`config.mk`:
```
export PLATFORM = sky130hd
export DESIGN_NAME = cpu_clk_ctrl_flat
export DESIGN_NICKNAME = d
export VERILOG_FILES = /design/src/rtl/cpu_clk_ctrl_if.sv /design/src/rtl/cpu_clk_ctrl.sv /design/src/flat_wrapper.sv
export SDC_FILE = /design/constraint.sdc
export NUM_CORES = 1
export LEC_CHECK = 0
export ABC_CLOCK_PERIOD_IN_PS = 2000
export BUFFER_PORTS_ARGS = -buffer_cell sky130_fd_sc_hd__buf_2
export CAP_MARGIN = 20
export CORE_MARGIN = 2
export CORE_UTILIZATION = 40
export DETAILED_ROUTE_END_ITERATION = 8
export MAX_ROUTING_LAYER = met4
export SETUP_SLACK_MARGIN = 0.02
export SYNTH_ARGS = -nofsm -noshare
export SYNTH_HDL_FRONTEND = slang
export SYNTH_SLANG_ARGS = --single-unit
```
`constraint.sdc`:
```
create_clock -name clk -period 2 [get_ports clk]
set_clock_uncertainty 0.1 [all_clocks]
set_input_delay 0.4 -clock clk [delete_from_list [all_inputs] [get_ports clk]]
set_output_delay 0.4 -clock clk [all_outputs]
set_load 0.02 [all_outputs]
```
`src/rtl/cpu_clk_ctrl_if.sv`:
```
// Run-control request / status bundle for cpu_clk_ctrl.
// master = debugger or test side that issues requests; slave = the sequencer.
// Optional macro: CPU_CLK_CTRL_BKPT_EN adds the breakpoint signals.
interface cpu_clk_ctrl_if #(
  parameter int REG_DIV = 8,
  parameter int CNT_W   = 32
);
  localparam int PH_W = $clog2(REG_DIV);

  logic             run_req;
  logic             halt_req;
  logic             step_req;
  logic             dmem_en;
  logic             reg_en;
  logic [PH_W-1:0]  phase;
  logic             running;
  logic             halted;
  logic             step_done;
  logic [CNT_W-1:0] instr_cnt;
`ifdef CPU_CLK_CTRL_BKPT_EN
  logic             bkpt_arm;
  logic [CNT_W-1:0] bkpt_cnt;
  logic             bkpt_hit;

  modport master (
    output run_req, halt_req, step_req, bkpt_arm, bkpt_cnt,
    input  dmem_en, reg_en, phase, running, halted, step_done, instr_cnt, bkpt_hit
  );
  modport slave (
    input  run_req, halt_req, step_req, bkpt_arm, bkpt_cnt,
    output dmem_en, reg_en, phase, running, halted, step_done, instr_cnt, bkpt_hit
  );
`else
  modport master (
    output run_req, halt_req, step_req,
    input  dmem_en, reg_en, phase, running, halted, step_done, instr_cnt
  );
  modport slave (
    input  run_req, halt_req, step_req,
    output dmem_en, reg_en, phase, running, halted, step_done, instr_cnt
  );
`endif
endinterface

```
`src/rtl/cpu_clk_ctrl.sv`:
```
// Run / halt / single-step sequencer producing dmem_en and reg_en enable
// pulses from a single clock, plus a retired-instruction counter.
// Optional macro: CPU_CLK_CTRL_BKPT_EN enables the instruction-count breakpoint.
module cpu_clk_ctrl #(
  parameter int REG_DIV  = 8,
  parameter int DMEM_DIV = 2,
  parameter int CNT_W    = 32
) (
  input  logic           clk,
  input  logic           rst,
  cpu_clk_ctrl_if.slave  ctl
);
  localparam int PH_W = $clog2(REG_DIV);
  localparam logic [PH_W-1:0] PH_LAST = PH_W'(REG_DIV - 1);

  typedef enum logic [1:0] {S_HALT = 2'd0, S_RUN = 2'd1, S_STEP = 2'd2} state_t;

  state_t           state_q, state_d;
  logic [PH_W-1:0]  phase_q, phase_d;
  logic [CNT_W-1:0] instr_cnt_q, instr_cnt_d;
  logic             halt_pend_q, halt_pend_d;
  logic             step_done_q, step_done_d;
  logic             reg_en_w, dmem_en_w;
  logic             bkpt_stop;

`ifdef CPU_CLK_CTRL_BKPT_EN
  logic             bkpt_hit_q, bkpt_hit_d;
  // Breakpoint fires only in free-run, on the commit that reaches bkpt_cnt.
  assign bkpt_stop = (state_q == S_RUN) && reg_en_w && ctl.bkpt_arm &&
                     ((instr_cnt_q + CNT_W'(1)) == ctl.bkpt_cnt);
`else
  assign bkpt_stop = 1'b0;
`endif

  // State register.
  always_ff @(posedge clk or negedge rst) begin
    if (!rst) state_q <= S_HALT;
    else      state_q <= state_d;
  end

  // Next-state: halts only take effect at the commit cycle of a period.
  always_comb begin
    state_d = state_q;
    case (state_q)
      S_HALT: begin
        if (ctl.step_req)     state_d = S_STEP;
        else if (ctl.run_req) state_d = S_RUN;
      end
      S_RUN: begin
        if (reg_en_w && (halt_pend_q || ctl.halt_req || bkpt_stop)) state_d = S_HALT;
      end
      S_STEP: begin
        if (reg_en_w) state_d = S_HALT;
      end
      default: state_d = S_HALT;
    endcase
  end

  // Output decode from registered state and phase; all enables dead in HALT.
  always_comb begin
    reg_en_w  = (state_q != S_HALT) && (phase_q == PH_LAST);
    dmem_en_w = (state_q != S_HALT) &&
                ((32'(phase_q) % DMEM_DIV) == (DMEM_DIV - 1));
  end

  // Datapath next values: phase counter, halt latch, retire counter, pulses.
  always_comb begin
    phase_d     = '0;
    halt_pend_d = 1'b0;
    instr_cnt_d = instr_cnt_q;
    step_done_d = (state_q == S_STEP) && reg_en_w;
`ifdef CPU_CLK_CTRL_BKPT_EN
    bkpt_hit_d  = bkpt_stop;
`endif
    if (state_q != S_HALT) begin
      phase_d = reg_en_w ? '0 : phase_q + PH_W'(1);
    end
    if (state_q == S_RUN && !reg_en_w) begin
      halt_pend_d = halt_pend_q || ctl.halt_req;
    end
    if (reg_en_w) begin
      instr_cnt_d = instr_cnt_q + CNT_W'(1);
    end
  end

  // Datapath registers; reset throws away any partial period.
  always_ff @(posedge clk or negedge rst) begin
    if (!rst) begin
      phase_q     <= '0;
      instr_cnt_q <= '0;
      halt_pend_q <= 1'b0;
      step_done_q <= 1'b0;
`ifdef CPU_CLK_CTRL_BKPT_EN
      bkpt_hit_q  <= 1'b0;
`endif
    end else begin
      phase_q     <= phase_d;
      instr_cnt_q <= instr_cnt_d;
      halt_pend_q <= halt_pend_d;
      step_done_q <= step_done_d;
`ifdef CPU_CLK_CTRL_BKPT_EN
      bkpt_hit_q  <= bkpt_hit_d;
`endif
    end
  end

  assign ctl.dmem_en   = dmem_en_w;
  assign ctl.reg_en    = reg_en_w;
  assign ctl.phase     = phase_q;
  assign ctl.running   = (state_q != S_HALT);
  assign ctl.halted    = (state_q == S_HALT);
  assign ctl.step_done = step_done_q;
  assign ctl.instr_cnt = instr_cnt_q;
`ifdef CPU_CLK_CTRL_BKPT_EN
  assign ctl.bkpt_hit  = bkpt_hit_q;
`endif
endmodule

```
`src/flat_wrapper.sv`:
```
// flat-port wrapper written by rule: the top's interface ports become plain ports
module cpu_clk_ctrl_flat 
#(
  parameter int REG_DIV  = 8,
  parameter int DMEM_DIV = 2,
  parameter int CNT_W    = 32
)
  (clk, rst, ctl_run_req, ctl_halt_req, ctl_step_req, ctl_dmem_en, ctl_reg_en, ctl_phase, ctl_running, ctl_halted, ctl_step_done, ctl_instr_cnt);
  cpu_clk_ctrl_if #(.REG_DIV(REG_DIV), .CNT_W(CNT_W)) ctl_i ();
  input  logic clk;
  input  logic rst;
  input wire logic [$bits(ctl_i.run_req)-1:0] ctl_run_req;
  input wire logic [$bits(ctl_i.halt_req)-1:0] ctl_halt_req;
  input wire logic [$bits(ctl_i.step_req)-1:0] ctl_step_req;
  output wire logic [$bits(ctl_i.dmem_en)-1:0] ctl_dmem_en;
  output wire logic [$bits(ctl_i.reg_en)-1:0] ctl_reg_en;
  output wire logic [$bits(ctl_i.phase)-1:0] ctl_phase;
  output wire logic [$bits(ctl_i.running)-1:0] ctl_running;
  output wire logic [$bits(ctl_i.halted)-1:0] ctl_halted;
  output wire logic [$bits(ctl_i.step_done)-1:0] ctl_step_done;
  output wire logic [$bits(ctl_i.instr_cnt)-1:0] ctl_instr_cnt;
  assign ctl_i.run_req = ctl_run_req;
  assign ctl_i.halt_req = ctl_halt_req;
  assign ctl_i.step_req = ctl_step_req;
  assign ctl_dmem_en = ctl_i.dmem_en;
  assign ctl_reg_en = ctl_i.reg_en;
  assign ctl_phase = ctl_i.phase;
  assign ctl_running = ctl_i.running;
  assign ctl_halted = ctl_i.halted;
  assign ctl_step_done = ctl_i.step_done;
  assign ctl_instr_cnt = ctl_i.instr_cnt;
  cpu_clk_ctrl #(.REG_DIV(REG_DIV), .DMEM_DIV(DMEM_DIV), .CNT_W(CNT_W)) u_core (.clk(clk), .rst(rst), .ctl(ctl_i));
endmodule
```
==> impl_metrics.tcl <==
set metrics [dict create \
    cp.arrival_ns 1.40 \
    drtAntennaViolNets 0 \
    ioPinCount 45 \
    end_kind "output pin" \
    max_cap_viol_count 0 \
    rrSetupSlack_ns 0.1 \
    syn_nets 172 \
    grt_use_total 0.167 \
    setup-tns-final_ns 0 \
    setup_ws_ns 0.0969 \
    worst_pin_slew_ns 0.548 \
    rows 24 \
    synthDistinctLibCells 30 \
    routed_wl_mm 4.10 \
    grt_pass1_wl_mm 6.67 \
    cp.required_ns 1.50 \
    cp_num_cells 5 \
    clock_latency_ns 0.29 \
    vdd_drop_max_mv 0.634 \
    maxSlewViolCount 0 \
    crit_path_top_delay_cell "dfrtp_2" \
    reg2reg_depth 7 \
    rsz0062_at_grt "true" \
    layout_commonest_cell "buf_2" \
    drc 0 \
    cp_num_buf_inv 2 \
    gr-total-overflow 0 \
    multi_input_area_um2 906 \
    setup_viol 0 \
    root_buffer "clkbuf_8" \
    timing.rr.end "u_core.ctl.instr_cnt[24]$_DFFE_PN0P_" \
    path_delay_family "flip-flops" \
    core_area_um2 4440 \
    antenna_found_initial 0 \
    min_period_ns 1.90 \
    grt_max_degree 26 \
    seq_area_frac_synth 0.517 \
    min-delay-start "ctl_step_req" \
    worstPathCellList "ha_2 -> ha_4 -> o21ai_4 -> inv_1 -> buf_2" \
    final_cell_mix "buf_2, dfrtp_1, xnor2_1" \
    vias_per_cell 5.24 \
    routedWlPerCell_um 14.9 \
    drtIter0Drc 54 \
    clk_pin_slew_ns 0.08 \
    synth.avg_cell_area_um2 11.5 \
    finalHoldViolCount 0 \
    die_x_um 72.7 \
    cts_tree "done" \
    final_util 0.540 \
    htreeDepth 2 \
    min_delay_worst_endpoint "u_core.state_q[1]$_DFFE_PN0P_" \
    nNetsFinal 230 \
    status "completed" \
    regArea_um2 978 \
    p_leak_nw 1.30 \
    cp_max_fo 4 \
    cts_buffers 5 \
    post-place-ws_ns 0.0739 \
    die_y_um 72.7 \
    syn_to_final_growth_pct 27.0 \
    worst-setup-path-type "flip-flop to output pin" \
    synthCells 164 \
    reg2reg_from "u_core.ctl.phase[0]$_DFF_PN0_" \
    syn-cell-area_um2 1890 \
    die_area_um2 5290 \
    start_kind "flip-flop" \
    critPathMaxStageDelay_ns 0.43 \
    first_pass_iters 4 \
    layout-drive-gt1-share 0.359 \
    vias 1440 \
    synth_seq_cells 39 \
    min_path_type "primary input to flip-flop" \
    power_density_nw_per_um2 867 \
    fill_cells 421 \
    fmax_mhz 525 \
    slew_headroom 0.635 \
    min_period_over_period 0.952 \
    first_global_vias 1461 \
    place_hpwl_mm 2.88 \
    diodes 0 \
    hold_depth 3 \
    cts.sinks 39 \
    initial_utilization 0.425 \
    place.gp.congestion 0.804 \
    clockBufferDepth 2 \
    port_buffers 44 \
    synth_warnings 0 \
]
## report_power, final
| part | total, mW | switching, mW | internal [mW] | leakage (nW) |
|---|---|---|---|---|
| Combinational | 0.454 | 0.270 | 0.184 | 0.711 |
| Sequential | 0.948 | 0.0836 | 0.865 | 0.529 |
| Clock | 0.677 | 0.273 | 0.404 | 0.0612 |
## state kept, by name (all words and copies together) (netlist names)
signal	count
u_core.ctl.instr_cnt	32
u_core.ctl.phase	3
u_core.ctl.step_done	1
u_core.halt_pend_q	1
u_core.state_q	2
## repair_timing
item                                   CTS  global route
endpoints found under the hold margin    8             0
buffers inserted                         2             0
hold buffers                             1             0
gates cloned                             0             2
gates resized for setup                  2             8
pin swaps                                1             4
setup endpoints to repair                1            20
## per-stage QoR
step / hold slack (ns) / instance area [µm²] / total power, mW / instances
global placement: 0.311 / 2190 / 1.36 / 262
floorplan: 0.00441 / 1890 / 1.22 / 164
global route: 0.308 / 2400 / 2.18 / 275
CTS: 0.305 / 2340 / 2.08 / 273
finish: 0.302 / 2400 / 2.08 / 275
detailed placement: 0.321 / 2190 / 1.38 / 262
## synthesized netlist by cell type
library cell	n	area, µm²
nor2_1	8	30.0
nor3_1	7	35.0
nand3_1	7	35.0
mux2i_1	1	10.0
o22ai_1	1	6.26
dfrtp_1	39	976
inv_1	6	22.5
and3_1	6	37.5
or2_4	1	8.76
buf_2	1	5.00
nand4_4	1	21.3
and4_1	4	35.0
or3_1	1	6.26
nor4_1	1	6.26
nor2b_1	3	18.8
ha_1	3	37.5
and2_1	2	12.5
xor2_1	12	105
nand4_1	9	56.3
xnor2_1	19	166
nand4_2	1	12.5
clkbuf_2	1	5.00
o21ai_2	1	8.76
nand2_1	18	67.6
clkbuf_1	1	3.75
nor4b_1	1	8.76
nor4_4	5	106
nor4_2	1	12.5
buf_6	2	22.5
nand4b_1	1	8.76
## logic make-up after synthesis
kind of cell	Yosys count	share of synthesized area
buf+inv	11	0.0311
compound gates	2	0.00796
fa+ha+maj	3	0.0199
xor+xnor	31	0.144
simple gates	77	0.275
mux	1	0.00530
flops	39	0.517
## cell type report
cell class / instances / share of cell area
clock inverters: 2 / 0.0146
flip-flops and latches: 39 / 0.408
repair buffers: 55 / 0.129
clock buffers: 6 / 0.0344
well taps: 52 / 0.0271
multi-input cells: 115 / 0.378
inverters: 6 / 0.00939
## worst reg2reg max path, stage by stage, from the launching register on
cell and delay, ns:
dfrtp_2 0.39, ha_2 0.20, ha_4 0.16, o21ai_4 0.06, buf_4 0.16, or2_4 0.33, nor3_1 0.26, xor2_1 0.17
## metal layers
metal  vias to the layer above  GRT usage  part of all wire
met5                         -          -                 0
met4                         0     0.0514            0.0090
met3                         6     0.0456             0.043
met2                        40      0.263              0.49
met1                       710      0.211              0.46
li1                        684          -                 -
## how the worst max path moves through the flow
stage,startpoint,to,slack (ns)
after floorplan,u_core.ctl.phase[0]$_DFF_PN0_,u_core.ctl.instr_cnt[30]$_DFFE_PN0P_,0.04
after global placement,u_core.ctl.phase[0]$_DFF_PN0_,u_core.ctl.instr_cnt[26]$_DFFE_PN0P_,0.15
after detailed placement,u_core.ctl.phase[0]$_DFF_PN0_,u_core.ctl.instr_cnt[26]$_DFFE_PN0P_,0.07
after CTS,u_core.ctl.phase[0]$_DFF_PN0_,u_core.ctl.instr_cnt[26]$_DFFE_PN0P_,0.03
after global routing,u_core.ctl.phase[0]$_DFF_PN0_,u_core.ctl.instr_cnt[16]$_DFFE_PN0P_,0.009
final,u_core.ctl.phase[0]$_DFF_PN0_,ctl_reg_en,0.1
Power figures use the tool's default switching activity.
